$ cat src/rtl/shift_pkg.sv
// Shared types for the universal shift register: operating modes, sequencer
// states and the latched shift direction.
package shift_pkg;

  typedef enum logic [1:0] {
    HOLD = 2'b00,
    SHL  = 2'b01,
    SHR  = 2'b10,
    LOAD = 2'b11
  } mode_t;

  typedef enum logic [1:0] {
    IDLE = 2'b00,
    RUN  = 2'b01,
    FIN  = 2'b10
  } state_t;

  // Direction of an auto sequence; only ever holds SHL or SHR.
  typedef mode_t dir_t;

  function automatic logic is_shift(mode_t m);
    return (m == SHL) || (m == SHR);
  endfunction

endpackage

$ cat src/rtl/univ_shift_reg_if.sv
// Command/data bundle of the universal shift register; master drives commands,
// slave (the register) returns contents and sequencer status.
interface univ_shift_reg_if
  import shift_pkg::*;
#(
  parameter int WIDTH = 8,
  parameter int CNT_W = $clog2(WIDTH + 1)
);
  mode_t              mode;
  logic               sin_l;
  logic               sin_r;
  logic [WIDTH-1:0]   pin;
  logic               start;
  logic [CNT_W-1:0]   count;
  logic [WIDTH-1:0]   pout;
  logic               sout_l;
  logic               sout_r;
  logic               busy;
  logic               done;

  modport master (
    output mode, sin_l, sin_r, pin, start, count,
    input  pout, sout_l, sout_r, busy, done
  );

  modport slave (
    input  mode, sin_l, sin_r, pin, start, count,
    output pout, sout_l, sout_r, busy, done
  );
endinterface

$ cat src/rtl/usr_bit_cell.sv
// One bit slice of the shift register: 4:1 mux over hold, shift-left source,
// shift-right source and parallel input, feeding an async-reset flop.
module usr_bit_cell
  import shift_pkg::*;
(
  input  logic  clk,
  input  logic  rst,
  input  mode_t sel,
  input  logic  shl_in,
  input  logic  shr_in,
  input  logic  pin,
  output logic  q
);
  logic d;

  always_comb begin
    unique case (sel)
      SHL:     d = shl_in;
      SHR:     d = shr_in;
      LOAD:    d = pin;
      default: d = q;
    endcase
  end

  // NOTE: state is updated with <= so every slice samples its neighbour's old value.
  always_ff @(posedge clk or posedge rst) begin
    if (rst) q <= 1'b0;
    else     q <= d;
  end
endmodule

$ cat src/rtl/univ_shift_reg.sv
// WIDTH-bit universal shift register with an auto-shift sequencer that runs a
// programmed number of shifts after a single start pulse.
module univ_shift_reg
  import shift_pkg::*;
#(
  parameter int WIDTH = 8,
  parameter int CNT_W = $clog2(WIDTH + 1)
) (
  input  logic            clk,
  input  logic            rst,
  univ_shift_reg_if.slave bus
);
  state_t           state_q, state_d;
  logic [CNT_W-1:0] cnt_q, cnt_d;
  dir_t             dir_q, dir_d;
  mode_t            cell_mode;
  logic [WIDTH-1:0] pout, shl_src, shr_src;

  // NOTE: every variable gets a default first so no path leaves a latch behind.
  always_comb begin
    state_d   = state_q;
    cnt_d     = cnt_q;
    dir_d     = dir_q;
    cell_mode = HOLD;
    unique case (state_q)
      IDLE: begin
        if (bus.start && is_shift(bus.mode)) begin
          // The start edge itself never shifts; it only arms the sequencer.
          if (bus.count != '0) begin
            state_d = RUN;
            cnt_d   = bus.count;
            dir_d   = bus.mode;
          end else begin
            state_d = FIN;
          end
        end else begin
          cell_mode = bus.mode;
        end
      end
      RUN: begin
        cell_mode = dir_q;
        cnt_d     = cnt_q - 1'b1;
        if (cnt_q == CNT_W'(1)) state_d = FIN;
      end
      FIN:     state_d = IDLE;
      default: state_d = IDLE;
    endcase
  end

  always_ff @(posedge clk or posedge rst) begin
    if (rst) begin
      state_q <= IDLE;
      cnt_q   <= '0;
      dir_q   <= SHL;
    end else begin
      state_q <= state_d;
      cnt_q   <= cnt_d;
      dir_q   <= dir_d;
    end
  end

  // Serial inputs attach at the ends of the neighbour chain.
  assign shl_src = {pout[WIDTH-2:0], bus.sin_l};
  assign shr_src = {bus.sin_r, pout[WIDTH-1:1]};

  for (genvar i = 0; i < WIDTH; i++) begin : g_cell
    usr_bit_cell u_cell (
      .clk    (clk),
      .rst    (rst),
      .sel    (cell_mode),
      .shl_in (shl_src[i]),
      .shr_in (shr_src[i]),
      .pin    (bus.pin[i]),
      .q      (pout[i])
    );
  end

  assign bus.pout   = pout;
  assign bus.sout_l = pout[WIDTH-1];
  assign bus.sout_r = pout[0];
  assign bus.busy   = (state_q == RUN);
  assign bus.done   = (state_q == FIN);
endmodule

$ cat src/flat_wrapper.sv
// flat-port wrapper written by rule: the top's interface ports become plain ports
module univ_shift_reg_flat import shift_pkg::*;
#(
  parameter int WIDTH = 8,
  parameter int CNT_W = $clog2(WIDTH + 1)
)
  (clk, rst, bus_mode, bus_sin_l, bus_sin_r, bus_pin, bus_start, bus_count, bus_pout, bus_sout_l, bus_sout_r, bus_busy, bus_done);
  univ_shift_reg_if #(.WIDTH(WIDTH), .CNT_W(CNT_W)) bus_i ();
  input  logic clk;
  input  logic rst;
  input wire logic [$bits(bus_i.mode)-1:0] bus_mode;
  input wire logic [$bits(bus_i.sin_l)-1:0] bus_sin_l;
  input wire logic [$bits(bus_i.sin_r)-1:0] bus_sin_r;
  input wire logic [$bits(bus_i.pin)-1:0] bus_pin;
  input wire logic [$bits(bus_i.start)-1:0] bus_start;
  input wire logic [$bits(bus_i.count)-1:0] bus_count;
  output wire logic [$bits(bus_i.pout)-1:0] bus_pout;
  output wire logic [$bits(bus_i.sout_l)-1:0] bus_sout_l;
  output wire logic [$bits(bus_i.sout_r)-1:0] bus_sout_r;
  output wire logic [$bits(bus_i.busy)-1:0] bus_busy;
  output wire logic [$bits(bus_i.done)-1:0] bus_done;
  assign bus_i.mode = bus_mode;
  assign bus_i.sin_l = bus_sin_l;
  assign bus_i.sin_r = bus_sin_r;
  assign bus_i.pin = bus_pin;
  assign bus_i.start = bus_start;
  assign bus_i.count = bus_count;
  assign bus_pout = bus_i.pout;
  assign bus_sout_l = bus_i.sout_l;
  assign bus_sout_r = bus_i.sout_r;
  assign bus_busy = bus_i.busy;
  assign bus_done = bus_i.done;
  univ_shift_reg #(.WIDTH(WIDTH), .CNT_W(CNT_W)) u_core (.clk(clk), .rst(rst), .bus(bus_i));
endmodule
$ cat config.mk
export PLATFORM = sky130hd
export DESIGN_NAME = univ_shift_reg_flat
export DESIGN_NICKNAME = d
export VERILOG_FILES = /design/src/rtl/shift_pkg.sv /design/src/rtl/univ_shift_reg_if.sv /design/src/rtl/usr_bit_cell.sv /design/src/rtl/univ_shift_reg.sv /design/src/flat_wrapper.sv
export SDC_FILE = /design/constraint.sdc
export NUM_CORES = 1
export LEC_CHECK = 0
export BUFFER_PORTS_ARGS = -buffer_cell sky130_fd_sc_hd__buf_2
export CELL_PAD_IN_SITES_DETAIL_PLACEMENT = 0
export CELL_PAD_IN_SITES_GLOBAL_PLACEMENT = 1
export CORE_MARGIN = 5
export CORE_UTILIZATION = 41
export CTS_CLUSTER_SIZE = 30
export DETAILED_ROUTE_END_ITERATION = 12
export PLACE_DENSITY = 0.81
export SLEW_MARGIN = 20
export SYNTH_ARGS = -nofsm -noshare
export SYNTH_HDL_FRONTEND = slang
export SYNTH_HIERARCHICAL = 1
export SYNTH_SLANG_ARGS = --single-unit
$ cat constraint.sdc
create_clock -name clk -period 5.3 [get_ports clk]
set_input_delay 0.53 -clock clk [delete_from_list [all_inputs] [get_ports clk]]
set_output_delay 0.53 -clock clk [all_outputs]
set_load 0.005 [all_outputs]
Yosys cells after proc, flatten, opt, wreduce, memory -nomap -nowiden
Cells that the tools add are included.
- register bits: 16
- logic and storage cells: 49
- $add $sub $neg: 1
- eq/ne operators: 11
- multiplexer cells: 17
- reductions and logical operators: 9
- operators with widths (cell ; number):
    $pmux 1 s3 ; 8
    $eq 2x2->1 const B ; 4
    $mux 2 ; 4
    $mux 4 ; 2
    $pmux 2 s2 ; 2
    $pmux 4 s2 ; 1
    $eq 2x1->1 const B ; 3
    $ne 2x1->1 const B ; 3
    $reduce_and 3->1 ; 2
    $eq 4x1->1 const B ; 1
    $reduce_bool 4->1 ; 1
    $sub 4x1->4 const B ; 1
    $reduce_bool 3->1 ; 1
    $logic_not 2->1 ; 1
    $reduce_and 2->1 ; 1
    $reduce_bool 2->1 ; 1
    $logic_and 1x1->1 ; 1
    $logic_or 1x1->1 ; 1

Logic depth before layout (Yosys ltp)
Gate-level depths: netlist of the first run.
- depth in word-level cells: 7
- mapped depth: 4
- mapped depth without buffers: 4

Hierarchy
The synthesis of the first run kept the hierarchy.
- modules (own cells, without submodules) (module ; instances ; cells an instance ; area an instance (µm²) ; seq. area each (µm²)):
    univ_shift_reg ; 1 ; 55 ; 558.0 ; 201.4
    usr_bit_cell ; 8 ; 3 ; 51.3 ; 25.0

Worst setup path before layout of the first run
OpenSTA, ideal clock, no wires.
- kind: input-to-reg
- start: input bus_mode[0]
- end: register u_core.g_cell[0].u_cell.q
- setup time: 0.139 ns
- arrival: 2.000 ns
- data required time: 5.161 ns
- slack: 3.162 ns
- stages: 4
- path buffers: 0
- cell sequence: nand2b_1 -> nand3b_1 -> a21oi_1 -> mux4_2
- cells in the longest elaborated chain, start to end: 7
- elaborated cells between the ends (all ways): 11
- classes of those cells: eq/ne (5); mux (3); reduce/logical (3)
- ends and longest elaborated chain (what ; line ; source):
    start: declaration ; flat_wrapper.sv:11 ; input wire logic [$bits(bus_i.mode)-1:0] bus_mode;
    $eq 2x1->1 or $eq 2x2->1 (tied branches) ; shift_pkg.sv:22 ; return (m == SHL) || (m == SHR);
    $logic_or 1x1->1 (*) ; shift_pkg.sv:22 ;
    $logic_and 1x1->1 (*) ; univ_shift_reg.sv:27 ; if (bus.start && is_shift(bus.mode)) begin
    $mux 2 (*) ; univ_shift_reg.sv:27 ;
    $pmux 2 s2 (*) ; univ_shift_reg.sv:25 ; unique case (state_q)
    named net u_core.cell_mode[1] ; univ_shift_reg.sv:16 ; mode_t cell_mode;
    $eq 2x2->1 or $eq 2x1->1 (tied branches) ; usr_bit_cell.sv:17 ; unique case (sel)
    $pmux 1 s3 or $reduce_bool 3->1 (tied branches) ; n/a ;
    end signal: assignment ; usr_bit_cell.sv:27 ; if (rst) q <= 1'b0;
    end signal: assignment ; usr_bit_cell.sv:28 ; else q <= d;
    end: declaration ; usr_bit_cell.sv:12 ; output logic q
Mark *: on every way through the listed nets, which the timed path passes. The rest lies on a longest branch.
A chain may end at the register's enable or synchronous reset.

Worst setup path in the final report of the first run
- start: register u_core.state_q[0]
- end: register u_core.g_cell[3].u_cell.q
- cells in the longest elaborated chain, start to end: 4
- elaborated cells between the ends (all ways): 8
- classes of those cells: eq/ne (4); mux (2); reduce/logical (2)
- ends and longest elaborated chain (what ; line ; source):
    start: declaration ; univ_shift_reg.sv:13 ; state_t state_q, state_d;
    start signal: assignment ; univ_shift_reg.sv:56 ; state_q <= state_d;
    $eq 2x1->1 or $logic_not 2->1 (tied branches) ; univ_shift_reg.sv:25 ;
    $pmux 2 s2 (*) ; univ_shift_reg.sv:25 ;
    named net u_core.cell_mode[1] ; univ_shift_reg.sv:16 ;
    $eq 2x2->1 or $eq 2x1->1 (tied branches) ; usr_bit_cell.sv:17 ;
    $pmux 1 s3 or $reduce_bool 3->1 (tied branches) ; n/a ;
    end signal: assignment ; usr_bit_cell.sv:27 ;
    end signal: assignment ; usr_bit_cell.sv:28 ;
    end: declaration ; usr_bit_cell.sv:12 ;
Marked as above.

==> results of run 1 <==
-- area by class of cell --
type | count | share of cell area [%]
clock buffers | 4 | 3.08
well taps | 28 | 2.97
inverters | 13 | 4.14
repair buffers | 30 | 12.7
flip-flops and latches | 16 | 34.1
multi-input cells | 48 | 43.0
-- layer usage --
layer | up-vias | track usage (%)
met5 | - | 0
met4 | 0 | 7.12
met3 | 4 | 1.97
met2 | 18 | 22.0
met1 | 368 | 18.6
li1 | 354 | -
-- cell families (layout without fill, tap and decap cells) --
logic type / Yosys count / in the layout / share of synthesized area, %
AO/OA/AOI/OAI: 16 / 16 / 11.2
AND/OR/NAND/NOR: 16 / 16 / 12.5
flip-flops: 16 / 16 / 41.5
buffers and inverters: 15 / 47 / 6.59
multiplexers: 10 / 10 / 21.2
adder cells (fa/ha/maj): 2 / 2 / 2.58
XOR/XNOR: 4 / 4 / 4.39
-- synthesized netlist by cell type (2+ instances only) --
library cell,n,area [µm²]
dfrtp_1,15,375
inv_1,12,45.0
mux4_2,8,180
nand2b_1,4,25.0
a21oi_1,3,15.0
a22oi_1,3,22.5
a31oi_1,3,18.8
nand2_1,3,11.3
o31ai_1,3,22.5
buf_4,2,15.0
ha_1,2,25.0
nand3b_1,2,15.0
nor2b_1,2,12.5
nor4_4,2,42.5
xnor2_1,2,17.5
-- power by group --
part           total, µW  switching, µW  internal (µW)  leakage, µW
Sequential           252           62.7            189     0.000185
Combinational        338            140            198     0.000345
Clock               83.4           41.5           41.8    0.0000210
Total                674            244            429     0.000551
-- critical path, delay by kind of cell, from the launching register on --
family,cells,cell delay [ns]
multiplexers,1,0.59
AO/OA/AOI/OAI,1,0.52
AND/OR/NAND/NOR,1,0.22
flip-flops,1,0.48
-- flip-flops by register name, indices dropped and copies added, names as in the netlist --
register / flops
u_core/g_cell.u_cell/q: 8
u_core/cnt_q: 4
u_core/dir_q: 2
u_core/state_q: 2
-- through the flow --
step / power (µW) / area [µm²] / util, % / setup WS [ns] / hold slack, ns
2_1_floorplan: 500 / 968 / - / 3.16 / 0.259
3_3_place_gp: 584 / 1140 / 51.0 / 2.82 / 0.444
3_5_place_dp: 596 / 1140 / 51.0 / 2.75 / 0.449
4_1_cts: 681 / 1170 / 52.6 / 3.00 / 0.119
5_1_grt: 730 / 1180 / 52.8 / 3.19 / 0.117
6_report: 674 / 1180 / 52.8 / 3.37 / 0.129
-- worst min-delay path by stage --
stage / end / slack (ns)
2_1_floorplan: u_core/g_cell[0].u_cell/q / 0.26
3_3_place_gp: u_core/g_cell[5].u_cell/q / 0.44
3_5_place_dp: u_core/g_cell[6].u_cell/q / 0.45
4_1_cts: u_core/g_cell[6].u_cell/q / 0.12
5_1_grt: u_core/g_cell[2].u_cell/q / 0.12
6_report: u_core/g_cell[5].u_cell/q / 0.13
==> metrics.cfg, run 1 <==
[sta]
slew-limit-headroom_pct = 50.4
hold_viol = 0
fmax_mhz = 518
setup_viol = 0
rsz0062_at_grt = false
fin_crit_ns = 1.93
worst_pin_slew_ns = 0.744
report.final.slew_viol_count = 0
fin_crit_sh_pct = 36.4
setup_tns_ns = 0
worst_clock_skew_ns = 0.00107

[clocking]
insertion_delay_ns = 0.29
clk_pin_slew_ns = 0.10
cts_sinks = 16
cts_tree = done
ctsLongestPathBuffers = 2
postCtsSetupBuffers = 0
cts_buffers = 3
ctsResizeCount = 0
ctsHoldBuffers = 0
h-tree-depth = 1
clock-root-buffer = clkbuf_4

[detailed_routing]
route.top_layer_used = met4
drtAntennaViolNets = 0
post-route-drc-count = 0
m1WireLength_um = 901
drt_first_iter_violations = 13
drt-total-wl_um = 2140
routed_via_density = 5.35
route.met2.wl_um = 1110
drt-wirelength-per-cell_um = 15.4
vias = 744
wl_met3_um = 95
firstDrtPassIters = 6

[pwr]
ir_drop_mv = 0.286
pwr_density_cell_mw_per_mm2 = 572
power.leakage_uw = 0.000551

[synth]
syn-cell-area_um2 = 968
syn-num-nets = 100
yosysWarnings = 6
ys_ff_latch = 16
synth_area_per_cell_um2 = 12.3
ys_async_sr_fraction_pct = 100
syn_inst = 79
synth_edf_count = 0
synth-seq-area-share_pct = 41.5
yosys_most_used_dff = dfrtp_1
synth.distinct_cells = 28

[worst_setup_path]
worstSetupPathType = flop to flop
critical_path_arrival_ns = 2.10
crit_path_end = u_core/g_cell[3].u_cell/q
cpMaxStageDelayCell = mux4_2
cpPeakStageDelay_ns = 0.59
timing.rr.start = u_core/state_q[0]
r2r-end = u_core/g_cell[3].u_cell/q
reg2reg_depth = 3
critPathRequiredTime_ns = 5.47
crit_path_cell_trace = nand3b_1 > a21oi_2 > mux4_2
crit_start = u_core/state_q[0]
worst-r2r-setup-slack_ns = 3.37
startpoint_type = flop
path_max_fanout = 8
cp-end-kind = flop

[final_layout]
area_delta_synth_final_pct = 21.7
final_cell_mix = buf_2 (30), dfrtp_1 (15), inv_1 (12), mux4_2 (8), nand2b_1 (4)
fin_nets = 133
regArea_um2 = 402
multiInputGateArea_um2 = 507
layout-drive-gt1-share_pct = 44.1
fill_cells = 215
num_antenna_cells = 0
final_cells = 139
final_common_cell = buf_2

[floorplanning]
num_rows = 17
boundaryPins = 31
die_area_mm2 = 0.00343
initial_core_util_pct = 43.4
die_h_um = 58.6
dieWidth_um = 58.6
core-area_mm2 = 0.00223

[global_route]
gr-total-overflow = 0
antenna_found_initial = 0
track_usage_pct = 13.9
grt_max_degree = 10
grt_pass1_wl_um = 3620
grt_pass1_vias = 809

[outcome]
outcome = finished clean

[place]
dp_hpwl_um = 1720
globalplace.congestion = 0.781
dp_cells = 135
numPortBuffers = 30

[min_path]
hold_class = input port to async pin

[job]
maxCapViolCount = 0

Note: power is estimated with default switching activity, not from simulation.
==> run 2, diff against run 1 <==
Settings changed: CORE_UTILIZATION 41 to 38, PLACE_DENSITY 0.81 to 0.76.
Clock period 5.3 ns to 1.9 ns, I/O delays scaled along.
==> metrics.cfg, run 2 (synthesis results as in run 1) <==
[clocking]
cts_sinks = 16
cts_buffers = 3
cts_tree = done
ctsLongestPathBuffers = 2
clock-root-buffer = clkbuf_4
insertion_delay_ns = 0.28
clk_pin_slew_ns = 0.10
h-tree-depth = 1

[pwr]
switchingPower_uw = 675
combPwrFrac_pct = 51.2
pwr_density_cell_mw_per_mm2 = 1580
power_frac_clock_pct = 11.9
ir_drop_mv = 0.809
seqPwrFrac_pct = 36.8
power.leakage_uw = 0.000565
p_sw_share_pct = 35.4
internal_power_uw = 1230

[final_layout]
layout-drive-gt1-share_pct = 44.7
final_common_cell = buf_2
largest_register_ffs = 8
fin_nets = 136
final_cell_mix = buf_2 (30), dfrtp_1 (15), inv_1 (12), mux4_2 (8), nand2b_1 (4)
num_antenna_cells = 0
regMostFlops = u_core/g_cell.u_cell/q
largestRegisters = u_core/g_cell.u_cell/q x8, u_core/cnt_q x4
area_delta_synth_final_pct = 24.5

[floorplanning]
initial_core_util_pct = 39.4
num_rows = 18
dieWidth_um = 60.5
boundaryPins = 31
core-area_mm2 = 0.00245
die_h_um = 60.5
die_area_mm2 = 0.00366

[worst_setup_path]
startpoint_type = flop
critical_path_arrival_ns = 1.82
critPathRequiredTime_ns = 2.06
worstSetupPathType = flop to flop
cp-end-kind = flop
path_max_fanout = 8

[detailed_routing]
post-route-drc-count = 0
firstDrtPassIters = 4
vias = 770
routed_via_density = 5.35
drt-total-wl_um = 2060
drt_first_iter_violations = 27
drtAntennaViolNets = 0
drt-wirelength-per-cell_um = 14.3

[sta]
fin_crit_sh_pct = 87.3
fmax_mhz = 603
setup_viol = 0
worst_clock_skew_ns = 0.00297
fin_crit_ns = 1.66
hold_viol = 0
worst_pin_slew_ns = 0.438
setup_slack_ns = 0.242
setup_tns_ns = 0
rsz0062_at_grt = false
slew-limit-headroom_pct = 70.6
report.final.slew_viol_count = 0

[place]
numPortBuffers = 30
globalplace.congestion = 0.763
dp_slack_ns = 0.229
dp_hpwl_um = 1690

[global_route]
grt_max_degree = 10
track_usage_pct = 12.5
grt_pass1_wl_um = 3440
gr-total-overflow = 0
grt_pass1_vias = 766
antenna_found_initial = 0

[job]
maxCapViolCount = 0

[min_path]
hold_class = input port to flop

[outcome]
outcome = finished clean

-- run 2: cell types whose count changed in the layout (fill, tap and decap cells not counted), sizes merged --
cell	before	now
buf	30	32
dlygate4sd3	0	1
-- run 2: area by class of cell --
cell class | instances | area, µm²
well taps | 30 | 37.5
repair buffers | 33 | 175
fillers | 247 | 1250
clock buffers | 4 | 36.3
inverters | 13 | 48.8
flip-flops and latches | 16 | 402
multi-input cells | 48 | 507
-- run 2: path summary, 6_finish.rpt --
check | from | slack (ns) | endpoint | cells past startpoint
min in group asynchronous | rst | 0.35 | u_core/g_cell[6].u_cell/q | 3
max reg2reg | u_core/state_q[0] | 0.24 | u_core/g_cell[1].u_cell/q | 4
max in group asynchronous | rst | 1.14 | u_core/dir_q[0] | 3
max | u_core/state_q[0] | 0.24 | u_core/g_cell[1].u_cell/q | 4
min | bus_mode[0] | 0.18 | u_core/dir_q[1] | 2
min reg2reg | u_core/dir_q[1] | 0.53 | u_core/dir_q[1] | 2
-- run 2: metal layers --
layer | share of wire (%) | wire [µm] | global-route usage, % | up-vias
met1 | 44 | 906 | 16.8 | 379
met4 | 0 | 0 | 3.72 | 0
met2 | 47 | 975 | 20.4 | 26
met5 | 0 | 0 | 0 | -
li1 | - | - | - | 365
met3 | 8.5 | 175 | 2.77 | 0
-- run 2: what timing repair did --
| item | 4_1_cts | 5_1_grt |
|---|---|---|
| setup buffers | 0 | 0 |
| hold buffers | 1 | 0 |
| endpoints found under the hold margin | 15 | 0 |
| resized for setup | 0 | 0 |
-- run 2: power by group through the flow --
| stage | Combinational [µW] | Clock, µW | Sequential [µW] |
|---|---|---|---|
| global route | 1080 | 248 | 728 |
| detailed placement | 989 | 0 | 711 |
| finish | 977 | 227 | 702 |
| floorplan | 729 | 0 | 673 |
| CTS | 995 | 238 | 702 |
| global placement | 970 | 0 | 698 |
-- run 2: critical path, stage by stage (launching register included) --
cell	delay [ns]
dfrtp_1	0.47
nand3b_1	0.20
a21oi_2	0.14
buf_4	0.20
mux4_2	0.52
-- run 2: metrics by stage --
step           hold slack [ns]  utilization [%]  instances  area, µm²  total power (µW)
2_1_floorplan          -0.0813                -         79        972              1400
3_3_place_gp             0.109             47.2        139       1160              1670
3_5_place_dp             0.112             47.2        139       1160              1700
4_1_cts                  0.181             49.1        144       1210              1940
5_1_grt                  0.190             49.1        144       1210              2050
6_report                 0.185             49.1        144       1210              1910
==> run 3, diff against run 2 <==
Settings changed: CORE_MARGIN 5 to default.
==> metrics.cfg, run 3 (synthesis results as in run 1) <==
[global_route]
antenna_found_initial = 0
grt_max_degree = 10
grt_pass1_vias = 692
gr-total-overflow = 0
grt_pass1_wl_um = 2960
track_usage_pct = 14.7

[final_layout]
regMostFlops = u_core/g_cell.u_cell/q
fin_nets = 136
largest_register_ffs = 8
layout-drive-gt1-share_pct = 44.7
final_cell_mix = buf_2 (30), dfrtp_1 (15), inv_1 (12), mux4_2 (8), nand2b_1 (4)
final_util_pct = 52.4
final_common_cell = buf_2
area_delta_synth_final_pct = 24.3
largestRegisters = u_core/g_cell.u_cell/q x8, u_core/cnt_q x4
num_antenna_cells = 0
final_area_mm2 = 0.00120

[worst_setup_path]
worstSetupPathType = flop to flop
critical_path_arrival_ns = 1.80
critPathRequiredTime_ns = 2.06
startpoint_type = flop
cp-end-kind = flop
path_max_fanout = 8

[detailed_routing]
drtAntennaViolNets = 0
vias = 751
post-route-drc-count = 0
firstDrtPassIters = 4
drt_first_iter_violations = 20
routed_via_density = 5.29
drt-total-wl_um = 1870
drt-wirelength-per-cell_um = 13.2

[outcome]
outcome = finished clean

[floorplanning]
initial_core_util_pct = 42.2
num_rows = 17
core-area_mm2 = 0.00230
die_h_um = 52.5
dieWidth_um = 52.5
die_area_mm2 = 0.00275
boundaryPins = 31

[sta]
worst_pin_slew_ns = 0.443
setup_tns_ns = 0
fin_crit_sh_pct = 86.2
rsz0062_at_grt = false
fin_crit_ns = 1.64
report.final.slew_viol_count = 0
hold_viol = 0
fmax_mhz = 611
worst_clock_skew_ns = 0.00323
slew-limit-headroom_pct = 70.2
setup_viol = 0
setup_slack_ns = 0.262

[clocking]
cts_buffers = 3
ctsResizeCount = 0
cts_tree = done
clk_pin_slew_ns = 0.10
ctsLongestPathBuffers = 2
cts_sinks = 16
h-tree-depth = 1
insertion_delay_ns = 0.28
clock-root-buffer = clkbuf_4

[place]
numPortBuffers = 30
dp_slack_ns = 0.251
globalplace.congestion = 0.786
dp_hpwl_um = 1480
post_dp_cell_area_mm2 = 0.00116

[job]
maxCapViolCount = 0

[pwr]
ir_drop_mv = 0.730
pwr_density_cell_mw_per_mm2 = 1580
power_uw = 1900
power.leakage_uw = 0.000565

[min_path]
hold_class = input port to flop

==> run 3: cell counts in the layout (fill, tap and decap cells not counted) <==
Identical to the previous run, type by type.
==> run 3: metal layers <==
layer | up-vias | global-route usage, % | wire length, µm
li1 | 359 | - | -
met1 | 372 | 21.3 | 869
met2 | 16 | 21.5 | 895
met3 | 4 | 1.45 | 68
met4 | 0 | 7.89 | 42
met5 | - | 0 | 0
==> run 3: repair_timing <==
| item | CTS | global route |
|---|---|---|
| endpoints found under the hold margin | 15 | 0 |
| setup buffers | 0 | 0 |
| hold buffers | 1 | 0 |
==> run 3: final timing paths <==
check / startpoint / end / slack [ns] / cells past startpoint
hold reg to reg: u_core/dir_q[1] / u_core/dir_q[1] / 0.53 / 2
hold / removal: bus_mode[0] / u_core/dir_q[1] / 0.19 / 2
min in group asynchronous: rst / u_core/g_cell[0].u_cell/q / 0.36 / 3
max in group asynchronous: rst / u_core/dir_q[0] / 1.13 / 3
setup reg to reg: u_core/state_q[0] / u_core/g_cell[5].u_cell/q / 0.26 / 4
setup / recovery: u_core/state_q[0] / u_core/g_cell[5].u_cell/q / 0.26 / 4
==> run 3: per-stage QoR <==
step                      hold slack, ns  instances
after floorplan                  -0.0813         79
after global placement             0.104        137
after detailed placement           0.103        137
after CTS                          0.188        142
after global routing               0.184        142
final                              0.191        142
==> run 3: report_power, final <==
| part | switching (µW) | internal, µW |
|---|---|---|
| Clock | 108 | 116 |
| Combinational | 393 | 588 |
| Sequential | 170 | 528 |
==> run 3: worst max-delay path, stage by stage, from the launching register on <==
cell	delay, ns
dfrtp_1	0.46
nand3b_1	0.20
a21oi_2	0.13
buf_4	0.20
mux4_2	0.51
==> run 3: cell type report <==
class	instances	area, µm²
fill	215	1090
multi-input combinational	48	507
sequential	16	402
timing repair buffer	33	175
inverter	13	48.8
clock buffer	4	36.3
tap	28	35.0
